[src/rtl/vec_pkg.sv]
// Shared vector-unit definitions: lane geometry, write-back FSM states and vector funct codes.
package vec_pkg;

  localparam int unsigned VEC_LANES = 8;
  localparam int unsigned VEC_DW    = 32;

  // Write-back serializer states.
  typedef enum logic [1:0] {
    StIdle,
    StWrite,
    StDone
  } wb_state_e;

  // Vector ALU function codes shared by the EX stages.
  typedef enum logic [2:0] {
    FnAddV = 3'd0,
    FnSubV = 3'd1,
    FnAndV = 3'd2,
    FnOrV  = 3'd3,
    FnXorV = 3'd4,
    FnMulV = 3'd5
  } vec_funct_e;

endpackage

[src/rtl/vec_lane_pe.sv]
// Lowest-set-bit priority encoder over the lane mask.
module vec_lane_pe #(
  parameter int unsigned LANES = 8,
  parameter int unsigned IW    = $clog2(LANES)
) (
  input  logic [LANES-1:0] req,
  output logic [IW-1:0]    idx,
  output logic             any
);

  // Scan from the top down so the lowest set bit is the last one written.
  always_comb begin
    idx = '0;
    any = 1'b0;
    for (int i = int'(LANES) - 1; i >= 0; i--) begin
      if (req[i]) begin
        idx = IW'(i);
        any = 1'b1;
      end
    end
  end

endmodule

[src/rtl/vec_wb_serializer.sv]
// Captures one vector result and writes its unmasked lanes one by one through a single
// memory write port. Optional per-vector byte stride when VEC_WB_STRIDE_EN is defined;
// otherwise lanes are written to contiguous words.
module vec_wb_serializer
  import vec_pkg::*;
#(
  parameter int unsigned LANES = VEC_LANES,
  parameter int unsigned DW    = VEC_DW,
  parameter int unsigned AW    = 32
) (
  input  logic                clk,
  input  logic                rst,
  input  logic                in_valid,
  output logic                in_ready,
  input  logic [AW-1:0]       in_base_addr,
  input  logic [LANES*DW-1:0] in_data,
  input  logic [LANES-1:0]    in_mask,
`ifdef VEC_WB_STRIDE_EN
  input  logic [AW-1:0]       in_stride,
`endif
  output logic                mem_we,
  output logic [AW-1:0]       mem_addr,
  output logic [DW-1:0]       mem_wdata,
  input  logic                mem_ready,
  output logic                busy,
  output logic                done
);

  localparam int unsigned IW = $clog2(LANES);

  wb_state_e           state_q;
  logic [LANES*DW-1:0] data_q;
  logic [AW-1:0]       base_q;
  // Lanes still to write after the one currently on the port.
  logic [LANES-1:0]    pend_q;
`ifdef VEC_WB_STRIDE_EN
  logic [AW-1:0]       stride_q;
  logic [AW-1:0]       src_stride;
`endif

  logic                idle;
  logic [LANES-1:0]    pe_in;
  logic [IW-1:0]       pe_idx;
  logic                pe_any;
  logic [LANES*DW-1:0] src_data;
  logic [AW-1:0]       src_base;
  logic [AW-1:0]       lane_off;
  logic [AW-1:0]       nxt_addr;
  logic [DW-1:0]       nxt_wdata;
  logic [LANES-1:0]    lane_bit;
  logic [LANES-1:0]    pend_nxt;

  vec_lane_pe #(
    .LANES (LANES),
    .IW    (IW)
  ) u_pe (
    .req (pe_in),
    .idx (pe_idx),
    .any (pe_any)
  );

  // Select the next lane: from the incoming vector while idle, else from the captured one.
  always_comb begin
    idle     = (state_q == StIdle);
    pe_in    = idle ? in_mask : pend_q;
    src_data = idle ? in_data : data_q;
    src_base = idle ? in_base_addr : base_q;
`ifdef VEC_WB_STRIDE_EN
    src_stride = idle ? in_stride : stride_q;
    lane_off   = AW'(pe_idx) * src_stride;
`else
    lane_off   = AW'(pe_idx) << 2;
`endif
    nxt_addr  = src_base + lane_off;
    nxt_wdata = src_data[32'(pe_idx) * DW +: DW];
    lane_bit  = LANES'(1) << pe_idx;
    pend_nxt  = pe_in & ~lane_bit;
  end

  // FSM with registered memory-port and handshake outputs.
  always_ff @(posedge clk or posedge rst) begin
    if (rst) begin
      state_q   <= StIdle;
      data_q    <= '0;
      base_q    <= '0;
      pend_q    <= '0;
`ifdef VEC_WB_STRIDE_EN
      stride_q  <= '0;
`endif
      in_ready  <= 1'b1;
      mem_we    <= 1'b0;
      mem_addr  <= '0;
      mem_wdata <= '0;
      busy      <= 1'b0;
      done      <= 1'b0;
    end else begin
      unique case (state_q)
        StIdle: begin
          if (in_valid && in_ready) begin
            data_q   <= in_data;
            base_q   <= in_base_addr;
`ifdef VEC_WB_STRIDE_EN
            stride_q <= in_stride;
`endif
            in_ready <= 1'b0;
            busy     <= 1'b1;
            if (pe_any) begin
              state_q   <= StWrite;
              mem_we    <= 1'b1;
              mem_addr  <= nxt_addr;
              mem_wdata <= nxt_wdata;
              pend_q    <= pend_nxt;
            end else begin
              // Empty mask: skip memory traffic entirely.
              state_q <= StDone;
              pend_q  <= '0;
              done    <= 1'b1;
            end
          end
        end
        StWrite: begin
          // Without mem_ready everything holds.
          if (mem_ready) begin
            if (pe_any) begin
              mem_addr  <= nxt_addr;
              mem_wdata <= nxt_wdata;
              pend_q    <= pend_nxt;
            end else begin
              state_q <= StDone;
              mem_we  <= 1'b0;
              done    <= 1'b1;
            end
          end
        end
        StDone: begin
          state_q  <= StIdle;
          done     <= 1'b0;
          busy     <= 1'b0;
          in_ready <= 1'b1;
        end
        default: begin
          state_q  <= StIdle;
          mem_we   <= 1'b0;
          done     <= 1'b0;
          busy     <= 1'b0;
          in_ready <= 1'b1;
        end
      endcase
    end
  end

endmodule

[config.mk]
export PLATFORM = sky130hd
export DESIGN_NAME = vec_wb_serializer
export DESIGN_NICKNAME = d
export VERILOG_FILES = /design/src/rtl/vec_pkg.sv /design/src/rtl/vec_lane_pe.sv /design/src/rtl/vec_wb_serializer.sv
export SDC_FILE = /design/constraint.sdc
export NUM_CORES = 1
export LEC_CHECK = 0
export BUFFER_PORTS_ARGS = -buffer_cell sky130_fd_sc_hd__buf_4
export CORE_AREA = 3 3 211 213
export CTS_CLUSTER_SIZE = 16
export DETAILED_ROUTE_END_ITERATION = 16
export DIE_AREA = 0 0 214 216
export PLACE_DENSITY = 0.67
export SYNTH_ARGS = -nofsm -noshare
export SYNTH_HDL_FRONTEND = slang
export SYNTH_HIERARCHICAL = 1
export SYNTH_SLANG_ARGS = --single-unit
[constraint.sdc]
create_clock -name clk -period 16.9 [get_ports clk]
set_input_delay 3.38 -clock clk [delete_from_list [all_inputs] [get_ports clk]]
set_output_delay 3.38 -clock clk [all_outputs]
set_load 0.02 [all_outputs]
### Word level (Yosys, flattened, before mapping)

Index checks and enable logic that the tools add are counted.

| operators by class | value |
|---|---|
| shift operators | 2 |
| bitwise logic cells | 4 |
| reductions and logical operators | 10 |
| div/mod/pow operators | 0 |
| equal/unequal tests | 7 |
| $mul | 0 |
| magnitude comparators | 0 |
| add/sub/neg operators | 1 |
| muxes and demuxes | 50 |

Operators with widths:

| kind | count |
|---|---|
| $mux W256 | 1 |
| $shiftx A256 B9 Y32 | 1 |
| $mux W32 | 7 |
| $pmux W32 S2 | 2 |
| $mux W8 | 5 |
| $add A32 B5 Y32 | 1 |
| $mux W3 | 8 |
| $mux W1 | 17 |
| $pmux W8 S2 | 1 |
| $and A8 B8 Y8 | 1 |
| $mux W2 | 4 |
| $not A8 Y8 | 1 |
| $shl A1 B3 Y8 const A | 1 |
| $ne A2 B2 Y1 const B | 3 |
| $pmux W1 S2 | 3 |
| $reduce_and A2 Y1 | 3 |
| $reduce_and A3 Y1 | 2 |
| $reduce_and A5 Y1 | 1 |
| $ne A2 B1 Y1 const B | 2 |
| $pmux W2 S2 | 1 |
| $reduce_and A4 Y1 | 1 |
| $pmux W1 S3 | 1 |
| $eq A2 B1 Y1 const B | 1 |
| $eq A2 B2 Y1 const B | 1 |
| 4 further kinds | 5 |

| storage, ports and cells | value |
|---|---|
| bits in registers | 366 |
| bits in latches | 0 |
| memory bits (writable) | 0 |
| bits in read-only memories | 0 |
| memories kept | 0 |
| output and inout bits | 68 |
| input port bits | 300 |
| word-level logic and storage cells | 84 |

### Logic depth before layout (Yosys ltp)

Gate-level depths: netlist of the first run.

| logic depth | value |
|---|---|
| depth after elaboration | 16 |
| mapped depth | 17 |
| gate-level depth less buffers | 13 |

### By module

Netlist of the first run, hierarchy kept.

Modules (own cells, without submodules):

| module | sequential area each (um2) | area an instance (um2) | times used | cells an instance |
|---|---|---|---|---|
| vec_wb_serializer | 9,160.0 | 19,194.7 | 1 | 1,910 |
| vec_lane_pe | 0.0 | 80.1 | 1 | 13 |

### Worst setup path after synthesis of the first run

Ideal clock, no wire load.

| timing path | value |
|---|---|
| kind | input-to-reg |
| from | input in_mask[5] |
| to | register mem_wdata[10] |
| data arrival time | 5.943 ns |
| setup time | 0.117 ns |
| path buffers | 3 |
| stages on the path | 12 |
| data required time | 16.783 ns |
| path slack | 10.840 ns |
| cell sequence | nand2_1 > nand2_1 > nor2_1 > o21ai_0 > a211oi_1 > buf_2 > buf_2 > clkbuf_1 > mux4_2 > mux4_2 > nand2_1 > nand2_1 |

| between the ends | value |
|---|---|
| longest elaborated chain between the ends | 11 |
| elaborated cells between the ends (all ways) | 18 |
| classes of those cells | shift (1); mux (17) |

Ends and longest elaborated chain:

| element | line | source |
|---|---|---|
| from (decl) | vec_wb_serializer.sv:17 | `input logic [LANES-1:0] in_mask,` |
| $mux W8 (*) | vec_wb_serializer.sv:65 | `pe_in = idle ? in_mask : pend_q;` |
| named net pe_in[5] | vec_wb_serializer.sv:42 | `logic [LANES-1:0] pe_in;` |
| $mux W3 (*) (6 in a row) | vec_lane_pe.sv:16 | `if (req[i]) begin` |
| named net pe_idx[1] | vec_wb_serializer.sv:43 | `logic [IW-1:0] pe_idx;` |
| $shiftx A256 B9 Y32 (*) | vec_wb_serializer.sv:75 | `nxt_wdata = src_data[32'(pe_idx) * DW +: DW];` |
| $mux W32 (*) | vec_wb_serializer.sv:107, vec_wb_serializer.sv:124 |  |
| $mux W32 (on tied branches) | vec_wb_serializer.sv:123, vec_wb_serializer.sv:99 |  |
| $pmux W32 S2 (*) | vec_wb_serializer.sv:97 | `unique case (state_q)` |
| to (signal assigned) | vec_wb_serializer.sv:111 | `mem_wdata <= nxt_wdata;` |
| to (signal assigned) | vec_wb_serializer.sv:126 | `mem_wdata <= nxt_wdata;` |
| to (decl) | vec_wb_serializer.sv:23 | `output logic [DW-1:0] mem_wdata,` |

Mark *: on every way through the listed nets, which the timed path passes. The rest lies on a longest branch. The select of a mux whose other input is x is not followed.
A chain may end at the register's enable or synchronous reset.

### Worst setup path in the final report of the first run

| timing path | value |
|---|---|
| from | input in_mask[5] |
| to | register mem_addr[31] |

| between the ends | value |
|---|---|
| longest elaborated chain between the ends | 11 |
| elaborated cells between the ends (all ways) | 18 |
| classes of those cells | add/sub (1); mux (17) |

Ends and longest elaborated chain:

| element | line | source |
|---|---|---|
| $mux W8 (*) | vec_wb_serializer.sv:65 |  |
| named net pe_in[5] | vec_wb_serializer.sv:42 |  |
| $mux W3 (*) (6 in a row) | vec_lane_pe.sv:16 |  |
| named net pe_idx[1] | vec_wb_serializer.sv:43 |  |
| $add A32 B5 Y32 (*) | vec_wb_serializer.sv:74 | `nxt_addr = src_base + lane_off;` |
| $mux W32 (*) | vec_wb_serializer.sv:107, vec_wb_serializer.sv:124 |  |
| $mux W32 (on tied branches) | vec_wb_serializer.sv:123, vec_wb_serializer.sv:99 |  |
| $pmux W32 S2 (*) | vec_wb_serializer.sv:97 |  |
| to (signal assigned) | vec_wb_serializer.sv:110 | `mem_addr <= nxt_addr;` |
| to (signal assigned) | vec_wb_serializer.sv:125 | `mem_addr <= nxt_addr;` |
| to (decl) | vec_wb_serializer.sv:22 | `output logic [AW-1:0] mem_addr,` |

Marks and branches as above.

==> metrics.yaml, run 1 <==
drtIter0Drc: 1329
grt_max_degree: 176
vias_per_cell: 5.473
grt-busiest-layer: "met2"
synth_area_sq_um: 19270
maxCapViolations: 0
final_common_cell: "nand2_1"
grt_pass1_wl_mm: 90.65
critPathMaxStageDelay_ps: 550
hold_depth: 2
start_kind: "input pin"
worstPathCellList: "buf_4, nand2_1, nand2_1, nor2_1, o21ai_0, a211oi_4, buf_12, ha_1, a21oi_1, a22oi_2, nand4_2, or4_1, o211ai_1"
clk_latency_ps: 570
grt_pass1_vias: 16244
postRouteAntennaNets: 0
cts_made_buffers: 42
routed_wl_mm: 57.00
period_minus_slack_ps: 6391
cts_resized: 0
path_common_cell: "nand2_1"
hold_buffers: 0
die_x_um: 214
ys_types: 60
end_kind: "flop"
io_buffers: 367
hold_violations: 0
synth_cells: 1923
synth_edf_count: 0
fin_ws_ps: 10510
max-slew-margin-rel_pct: 25.20
path_class: "in -> reg"
outcome: "finished, final reports clean"
dp_slack_ps: 10010
floorplan.initialDensity_pct: 44.94
drive_gt1_share_pct: 29.81
max_freq_mhz: 156.5
detail_route.wl_per_cell_um: 19.99
dieArea_sq_um: 46220
power_leakage_nw: 11.74
cts-htree-levels: 2
dp_hpwl_mm: 38.84
cts_sinks: 366
setup_viol: 0
hold_class: "reg -> reg"
row_count: 76
gr-usage-all-layers_pct: 24.80
rsz0062_at_grt: "no"
critPathTopFamily: "simple AND/OR/NAND/NOR gates"
antenna_found_initial: 15
pwr_density_cell_nw_per_um2: 212.9
clk_pin_slew_ps: 60
ys_seq_area_share_pct: 47.52
final_nets: 2528
rr_worst_depth: 14
crit_buf_inv: 2
multi_input_area_sq_um: 9573
syn_to_final_growth_pct: 23.69
cts_tree: "done"
final_cell_mix: "987 x nand2_1, 385 x buf_4, 365 x dfrtp_1"
synthesis.nets: 2227
overflow: 0
irDropWorstVdd_v: 0.0001463
ys.flop_type: "dfrtp_1"
synth_seq_cells: 366
period_share_pct: 37.82
slowest_stage: "or4_1"
utilization_pct: 55.59
cts_max_path_buffers: 3
place_congestion: 0.8736
async_flop_share_pct: 100.0
fp.dieH_um: 216
use_met1_pct: 33.08
synth_area_per_cell_sq_um: 10.02
vias: 15604
dr.pass1.iters: 5
tightestPinTransition_ps: 1122
synth_top_area_cell: "dfrtp_1"
fin_skew_ps: 24.40
post_cts_buffers: 0
cp_max_fo: 138
yosys-top-cells-area: "dfrtp_1 47%, nand2_1 19%, mux4_2 19%"
cp.required_ps: 17370
power.total_mw: 5.076
yosysTopAreaCellShare_pct: 47.39
drcViolationCount: 0
design.core.area_sq_um: 42890
yosys_warnings: 6
crit_arrival_ps: 6860
fin_setup_tns_ps: 0
io-pin-count: 368
grt_util_met3_pct: 6.195
root_buffer: "clkbuf_16"
fill_cells: 3736
critical_path_depth: 13
final-seq-area_sq_um: 9160
grt_use_met2_pct: 39.68
slew_violations: 0
-- cells in the mapped netlist (all sizes together), types with 11 or more instances --
master   instances
nand3           14
buf             61
a21oi           11
nand2          987
mux2            27
o21ai           28
nand4bb         15
mux2i           21
dfrtp          365
o211ai          23
mux4           160
nor2            15
xnor2           14
clkbuf          69
-- worst paths after layout --
| check | from | to | slack [ps] |
|---|---|---|---|
| max in group asynchronous | rst | pend_q[2] | 12370 |
| min reg2reg | data_q[203] | data_q[203] | 470 |
| min in group asynchronous | rst | mem_addr[8] | 3020 |
| min | data_q[203] | data_q[203] | 470 |
| max | in_mask[5] | mem_addr[31] | 10510 |
| max reg2reg | state_q[1] | mem_addr[31] | 12050 |
-- area by class of cell --
type / count / area share, %
diodes: 8 / 0.08397
clock buffers: 55 / 4.954
clock inverters: 23 / 0.9132
inverters: 5 / 0.1102
multi-input cells: 1422 / 40.15
flip-flops and latches: 366 / 38.42
well taps: 585 / 3.070
repair buffers: 387 / 12.29
-- worst register-to-register path, cell delays in order, from the launching register on --
cell	delay, ps
dfrtp_1	360
buf_4	270
nor2_2	410
buf_4	350
nand2_1	110
nand2_1	140
o21ai_0	170
a211oi_4	310
buf_12	530
ha_1	640
a21oi_1	100
a22oi_2	380
nand4_2	280
or4_1	550
o211ai_1	170
-- where the power goes --
group / switching (mW) / internal [mW]
Clock: 0.381 / 0.541
Combinational: 1.31 / 1.33
Sequential: 0.240 / 1.28
Total: 1.93 / 3.15
-- through the flow --
stage                     hold slack, ps  std cells  cell area, sq um
after floorplan                    440.3       1923             19270
final                              465.4       2851             23840
after global placement             452.4       2765             22420
after detailed placement           457.0       2765             22420
after CTS                          471.8       2843             23820
after global routing               487.6       2848             23830
-- state kept, by name (all words and copies together) (netlist names) --
register	cells
data_q	256
base_q	32
mem_addr	32
mem_wdata	32
pend_q	8
state_q	2
busy	1
done	1
in_ready	1
mem_we	1
-- routing by layer --
| metal | wire length, um | vias to the layer above |
|---|---|---|
| met4 | 1715 | 16 |
| met2 | 26920 | 590 |
| met1 | 23660 | 7717 |
| met5 | 119 | - |
| met3 | 4574 | 123 |
| li1 | - | 7158 |
-- cell families after synthesis --
logic type | Yosys count | synth area share [%]
flops | 366 | 47.52
simple gates | 1081 | 22.57
buf+inv | 135 | 3.142
mux | 208 | 21.36
fa+ha+maj | 4 | 0.2986
xor+xnor | 17 | 0.7725
compound gates | 112 | 4.330
No activity file was read; power rests on OpenSTA's default activity.
==> run 2: changes to the inputs <==
Clock period 16.9 ns to 5.9 ns, I/O delays scaled along.
==> run 2 against run 1 <==
Net effect: hold slack improved by 5.0 ps; first-iteration DRC count shrank 11%; setup slack worse by 8900 ps; clock power grew to 3.2 times the previous value; clock-buffer cell count up 5; wire length decreased by 1.2%; critical endpoint is now mem_wdata[12]; flip-flop and latch count unchanged; power grew to 2.9 times the previous value; sequential power rose to 2.9 times the previous value; non-clock buffer count decreased by 2.
==> metrics.yaml, run 2 (synthesis gave the netlist of run 1 again) <==
cts_resized: 0  # unchanged
r2r_start: "state_q[1]"
period_share_pct: 72.23
hold_depth: 2  # unchanged
irDropWorstVdd_v: 0.0007981  # +450%
fill_cells: 3725  # -0.29%
detail_route.wl_per_cell_um: 19.78  # -1.1%
rr_worst_depth: 11  # -3
design.core.area_sq_um: 42890  # unchanged
power_leakage_nw: 11.82  # +0.66%
cts_made_buffers: 42  # unchanged
vias: 15504  # -0.64%
floorplan.initialDensity_pct: 44.94  # unchanged
fin_setup_tns_ps: 0  # unchanged
io_buffers: 367  # unchanged
overflow: 0  # unchanged
clk_pin_slew_ps: 60  # about the same
max-slew-margin-rel_pct: 29.13  # +3.9 points
critPathMaxStageDelay_ps: 680  # +130 ps
place_congestion: 0.8820  # +0.96%
root_buffer: "clkbuf_16"
fp.dieH_um: 216  # unchanged
crit_arrival_ps: 4710  # -2150 ps
hold_buffers: 0  # unchanged
rsz0062_at_grt: "no"
path_common_cell: "nand2_1"
final_nets: 2526  # -0.079%
maxCapViolations: 0  # unchanged
start_kind: "flop"
cts-htree-levels: 2  # unchanged
grt_pass1_wl_mm: 89.71  # -1.0%
end_kind: "flop"
critPathTopFamily: "buffers and inverters"
die_x_um: 214  # unchanged
drive_gt1_share_pct: 29.86  # +0.053 points
rrSetupSlack_ps: 1640  # -10410 ps
post_cts_buffers: 0  # unchanged
worstPathCellList: "buf_4, nor2_2, buf_4, nand2_1, nand2_1, o41ai_2, buf_12, mux4_2, mux4_2, nand2_1, nand2_1"
pwr_density_cell_nw_per_um2: 615.7  # +190%
crit_start: "state_q[1]"
cts_max_path_buffers: 3  # unchanged
hold_violations: 0  # unchanged
utilization_pct: 56.09  # +0.50 points
crit_buf_inv: 3  # +1
fin_skew_ps: 10.14  # -14.26 ps
grt_pass1_vias: 16096  # -0.91%
cts_tree: "done"
clk_latency_ps: 560  # about the same
dr.pass1.iters: 5  # unchanged
cp_max_fo: 136  # -1.4%
drtIter0Drc: 1187  # -11%
gr-usage-all-layers_pct: 24.40  # -0.40 points
final_common_cell: "nand2_1"
postRouteAntennaNets: 0  # unchanged
cp-endpoint: "mem_wdata[12]"
slew_violations: 0  # unchanged
max_freq_mhz: 234.7
tightestPinTransition_ps: 1063  # -58.99 ps
critical_path_depth: 11  # -2
period_minus_slack_ps: 4262
timing.rr.end: "mem_wdata[12]"
row_count: 76  # unchanged
hold_start: "data_q[242]"
outcome: "finished, final reports clean"
dp_hpwl_mm: 37.91  # -2.4%
dieArea_sq_um: 46220  # unchanged
routed_wl_mm: 56.31  # -1.2%
cp.required_ps: 6340  # -11030 ps
io-pin-count: 368  # unchanged
hold_class: "reg -> reg"
vias_per_cell: 5.446  # -0.50%
path_class: "reg -> reg"
antenna_found_initial: 14  # -1
slowest_stage: "buf_12"
cts_sinks: 366  # unchanged
setup_viol: 0  # unchanged
largest_reg_flops: 256  # unchanged
syn_to_final_growth_pct: 24.80
drcViolationCount: 0  # unchanged
regMostFlops: "data_q"
final_cell_mix: "987 x nand2_1, 379 x buf_4, 365 x dfrtp_1"
grt_max_degree: 166  # -5.7%
[run 2: changes by cell type in the layout (fill, tap and decap cells not counted)]
cell / previous run / this run
bufinv_16: 3 / 7
clkbuf_8: 6 / 13
clkinvlp_4: 2 / 4
buf_4: 385 / 379
clkbuf_1: 6 / 2
inv_8: 1 / 0
clkbuf_16: 43 / 45
buf_12: 2 / 6
inv_6: 0 / 2
clkinv_2: 16 / 4
clkinv_8: 2 / 0
[run 2: worst register-to-register path, cell delays in order (launching register included)]
cell	delay (ps)
dfrtp_1	340
buf_4	420
nor2_2	220
buf_4	270
nand2_1	100
nand2_1	170
o41ai_2	500
buf_12	680
mux4_2	850
mux4_2	470
nand2_1	80
nand2_1	50
[run 2: how the worst min path moves through the flow]
stage,to,slack [ps]
floorplan,data_q[192],440
global placement,data_q[140],450
detailed placement,data_q[242],460
CTS,data_q[242],470
global route,data_q[250],480
finish,data_q[242],470
[run 2: area by class of cell]
cell class,count,area [sq um],area share [%]
Clock buffer,60,1313,5.456
Clock inverter,16,270.3,1.123
Tap cell,585,732.0,3.043
Sequential cell,366,9160,38.08
Multi-Input combinational cell,1422,9573,39.80
Inverter,5,22.52,0.09362
Timing Repair Buffer,385,2965,12.33
Antenna cell,8,20.02,0.08322
[run 2: layer usage]
layer  track usage, %  part of all wire [%]
met4            9.198                   3.3
met5                0                  0.15
met3            6.097                   8.0
met1            32.78                    42
met2            38.65                    47
[run 2: where the power goes]
part           leakage (nW)  total [mW]  switching, mW  internal (mW)
combinational          6.46        7.54           3.73           3.81
sequential             4.59        4.34          0.669           3.67
clock                 0.774        2.94           1.08           1.85
total                  11.8        14.8           5.48           9.33
[run 2: metrics by stage]
step / hold slack [ps] / worst slack, ps / instances / cell area [sq um] / power [mW]
6_report: 470.4 / 1638 / 2847 / 24060 / 14.81
4_1_cts: 471.4 / 1618 / 2839 / 24040 / 14.98
3_5_place_dp: 457.3 / 1547 / 2763 / 22450 / 11.98
5_1_grt: 482.3 / 1362 / 2844 / 24050 / 15.86
3_3_place_gp: 452.7 / 1603 / 2763 / 22450 / 11.74
2_1_floorplan: 440.3 / -189.4 / 1923 / 19280 / 10.05
==> run 3: changes to the inputs <==
Settings changed: PLACE_DENSITY 0.67 to 0.69.
Clock period 5.9 ns to 3.5 ns, I/O delays scaled along.
==> run 3 against run 2 <==
Net effect: maximum frequency increased by 26%; wire length increased by 3.9%; sequential share of layout area decreased by 0.83 points; die area unchanged; hold slack got worse by 140 ps; power increased by 76%; largest cell class unchanged; highest routed layer unchanged.
==> metrics.yaml, run 3 (synthesis gave the netlist of run 1 again) <==
outcome: "finished, final reports clean"
pwr_density_cell_nw_per_um2: 1062  # +72%
timing.rr.end: "mem_wdata[8]"
antenna_found_initial: 16  # +2
power_leakage_nw: 12.09  # +2.3%
cts_tree: "done"
power.net_switching_mw: 9.680  # +77%
clkPwrFrac_pct: 17.9  # -1.9 points
place_congestion: 0.9089  # +3.0%
rrSetupSlack_ps: 130  # -1510 ps
io-pin-count: 368  # unchanged
fin_ws_ps: 131.0  # -1507 ps
root_buffer: "clkbuf_16"
dp_hpwl_mm: 40.45  # +6.7%
slew_violations: 0  # unchanged
fin_skew_ps: 17.17  # +7.037 ps
final_nets: 2573  # +1.9%
floorplan.initialDensity_pct: 44.94  # unchanged
power.total_mw: 26.12  # +76%
period_minus_slack_ps: 3369  # -892.6 ps
p_comb_share_pct: 53.9  # +3.0 points
gr-usage-all-layers_pct: 25.04  # +0.64 points
switching_share_pct: 37.06  # +0.042 points
maxCapViolations: 0  # unchanged
detail_route.wl_per_cell_um: 20.25  # +2.4%
dp_slack_ps: -7.754  # -1554 ps
overflow: 0  # unchanged
power_frac_seq_pct: 28.2  # -1.1 points
grt_pass1_wl_mm: 91.48  # +2.0%
syn_to_final_growth_pct: 27.59
rr_worst_depth: 13  # +2
irDropWorstVdd_v: 0.0005694  # -29%
design.core.area_sq_um: 42890  # unchanged
min_to: "data_q[27]"
critPathMaxStageDelay_ps: 520  # -160 ps
cp.required_ps: 3950  # -2390 ps
worstPathCellList: "or2_4, nand2_1, nand2_1, nor2_1, o21ai_1, a211oi_4, buf_6, buf_6, buf_12, mux4_2, mux4_2, nand2_1, nand2_1"
fp.dieH_um: 216  # unchanged
final-seq-area_sq_um: 9160  # unchanged
clk_latency_ps: 560  # about the same
die_x_um: 214  # unchanged
hold_start: "in_data[27]"
final_common_cell: "nand2_1"
regMostFlops: "data_q"
dpl-instance-area_sq_um: 22980  # +2.3%
stdcell_count: 2889  # +1.5%
dr.pass1.iters: 5  # unchanged
largest_reg_flops: 256  # unchanged
end_kind: "flop"
postRouteAntennaNets: 0  # unchanged
drtIter0Drc: 1297  # +9.3%
routed_wl_mm: 58.52  # +3.9%
fin_setup_tns_ps: 0  # unchanged
path_class: "reg -> reg"
dieArea_sq_um: 46220  # unchanged
tightestPinTransition_ps: 983.7  # -79.28 ps
cts_sinks: 366  # unchanged
vias: 15876  # +2.4%
r2r_start: "state_q[1]"
cts_max_path_buffers: 3  # unchanged
dp_cells: 2803  # +1.4%
slowest_stage: "mux4_2"
cp_max_fo: 16  # -88%
final_cell_mix: "987 x nand2_1, 406 x buf_4, 365 x dfrtp_1"
hold_violations: 0  # unchanged
path_common_cell: "nand2_1"
max_freq_mhz: 296.8  # +26%
clk_pin_slew_ps: 60  # about the same
period_share_pct: 96.26  # +24 points
power.internal_mw: 16.44  # +76%
cts_made_buffers: 42  # unchanged
grt_pass1_vias: 16290  # +1.2%
drcViolationCount: 0  # unchanged
start_kind: "flop"
max-slew-margin-rel_pct: 34.42  # +5.3 points
hold_class: "in -> reg"
setup_viol: 0  # unchanged
hold_buffers: 0  # unchanged
fill_cells: 3641  # -2.3%
fin_area_sq_um: 24590  # +2.2%
grt_max_degree: 166  # unchanged
drive_gt1_share_pct: 30.98  # +1.1 points
multi_input_area_sq_um: 9629  # +0.59%
vias_per_cell: 5.495  # +0.91%
row_count: 76  # unchanged
crit_arrival_ps: 3820  # -890 ps
cts-htree-levels: 2  # unchanged
hold_depth: 3  # +1
io_buffers: 367  # unchanged
run 3: metal layers:
metal	up-vias	track usage [%]	part of all wire, %
met3	138	7.083	8.9
met5	-	0	0.24
li1	7236	-	-
met4	20	9.645	3.5
met1	7861	32.81	40
met2	621	39.88	47
run 3: power by group through the flow:
stage                     combinational, mW  clock [mW]  sequential [mW]
final                                  14.1        4.68             7.36
after global routing                   15.3        4.94             7.60
after CTS                              13.8        4.77             7.35
after detailed placement               13.8           0             7.38
after global placement                 13.4           0             7.30
after floorplan                        9.86           0             7.43
run 3: critical path: cells and delay by family (launching register included):
| kind | cells | cell delay, ps |
|---|---|---|
| and+or+nand+nor | 6 | 860 |
| muxes | 2 | 1000 |
| AOI/OAI and AO/OA | 2 | 450 |
| buffers and inverters | 3 | 540 |
| DFF | 1 | 410 |
run 3: area by class of cell:
cell class              count  area share (%)
inverters                   5         0.09158
flip-flops and latches    366           37.25
repair buffers            432           14.53
multi-input cells        1422           39.16
clock buffers              64           5.235
diodes                      6         0.06105
well taps                 585           2.976
clock inverters             9          0.7021
run 3: worst max path at each step:
stage	startpoint	endpoint	slack, ps	depth (start not counted)
3_3_place_gp	state_q[1]	mem_wdata[16]	20	12
4_1_cts	state_q[1]	mem_wdata[11]	80	12
3_5_place_dp	state_q[1]	mem_wdata[11]	-8	12
2_1_floorplan	rst	base_q[0]	-2110	1
6_report	state_q[1]	mem_wdata[8]	130	13
5_1_grt	state_q[0]	mem_wdata[8]	-20	13
run 3: timing repair:
item,in CTS,in global routing
pin swaps,1,2
setup endpoints to repair,21,29
gates resized for setup,0,7
setup buffers,1,3
gates cloned,0,3
hold endpoints to repair,0,0
run 3: stage by stage:
stage / hold slack (ps) / util (%)
floorplan: 440.3 / -
global placement: 452.6 / 53.58
detailed placement: 457.0 / 53.58
CTS: 304.9 / 57.00
global route: 328.4 / 57.33
finish: 332.4 / 57.34
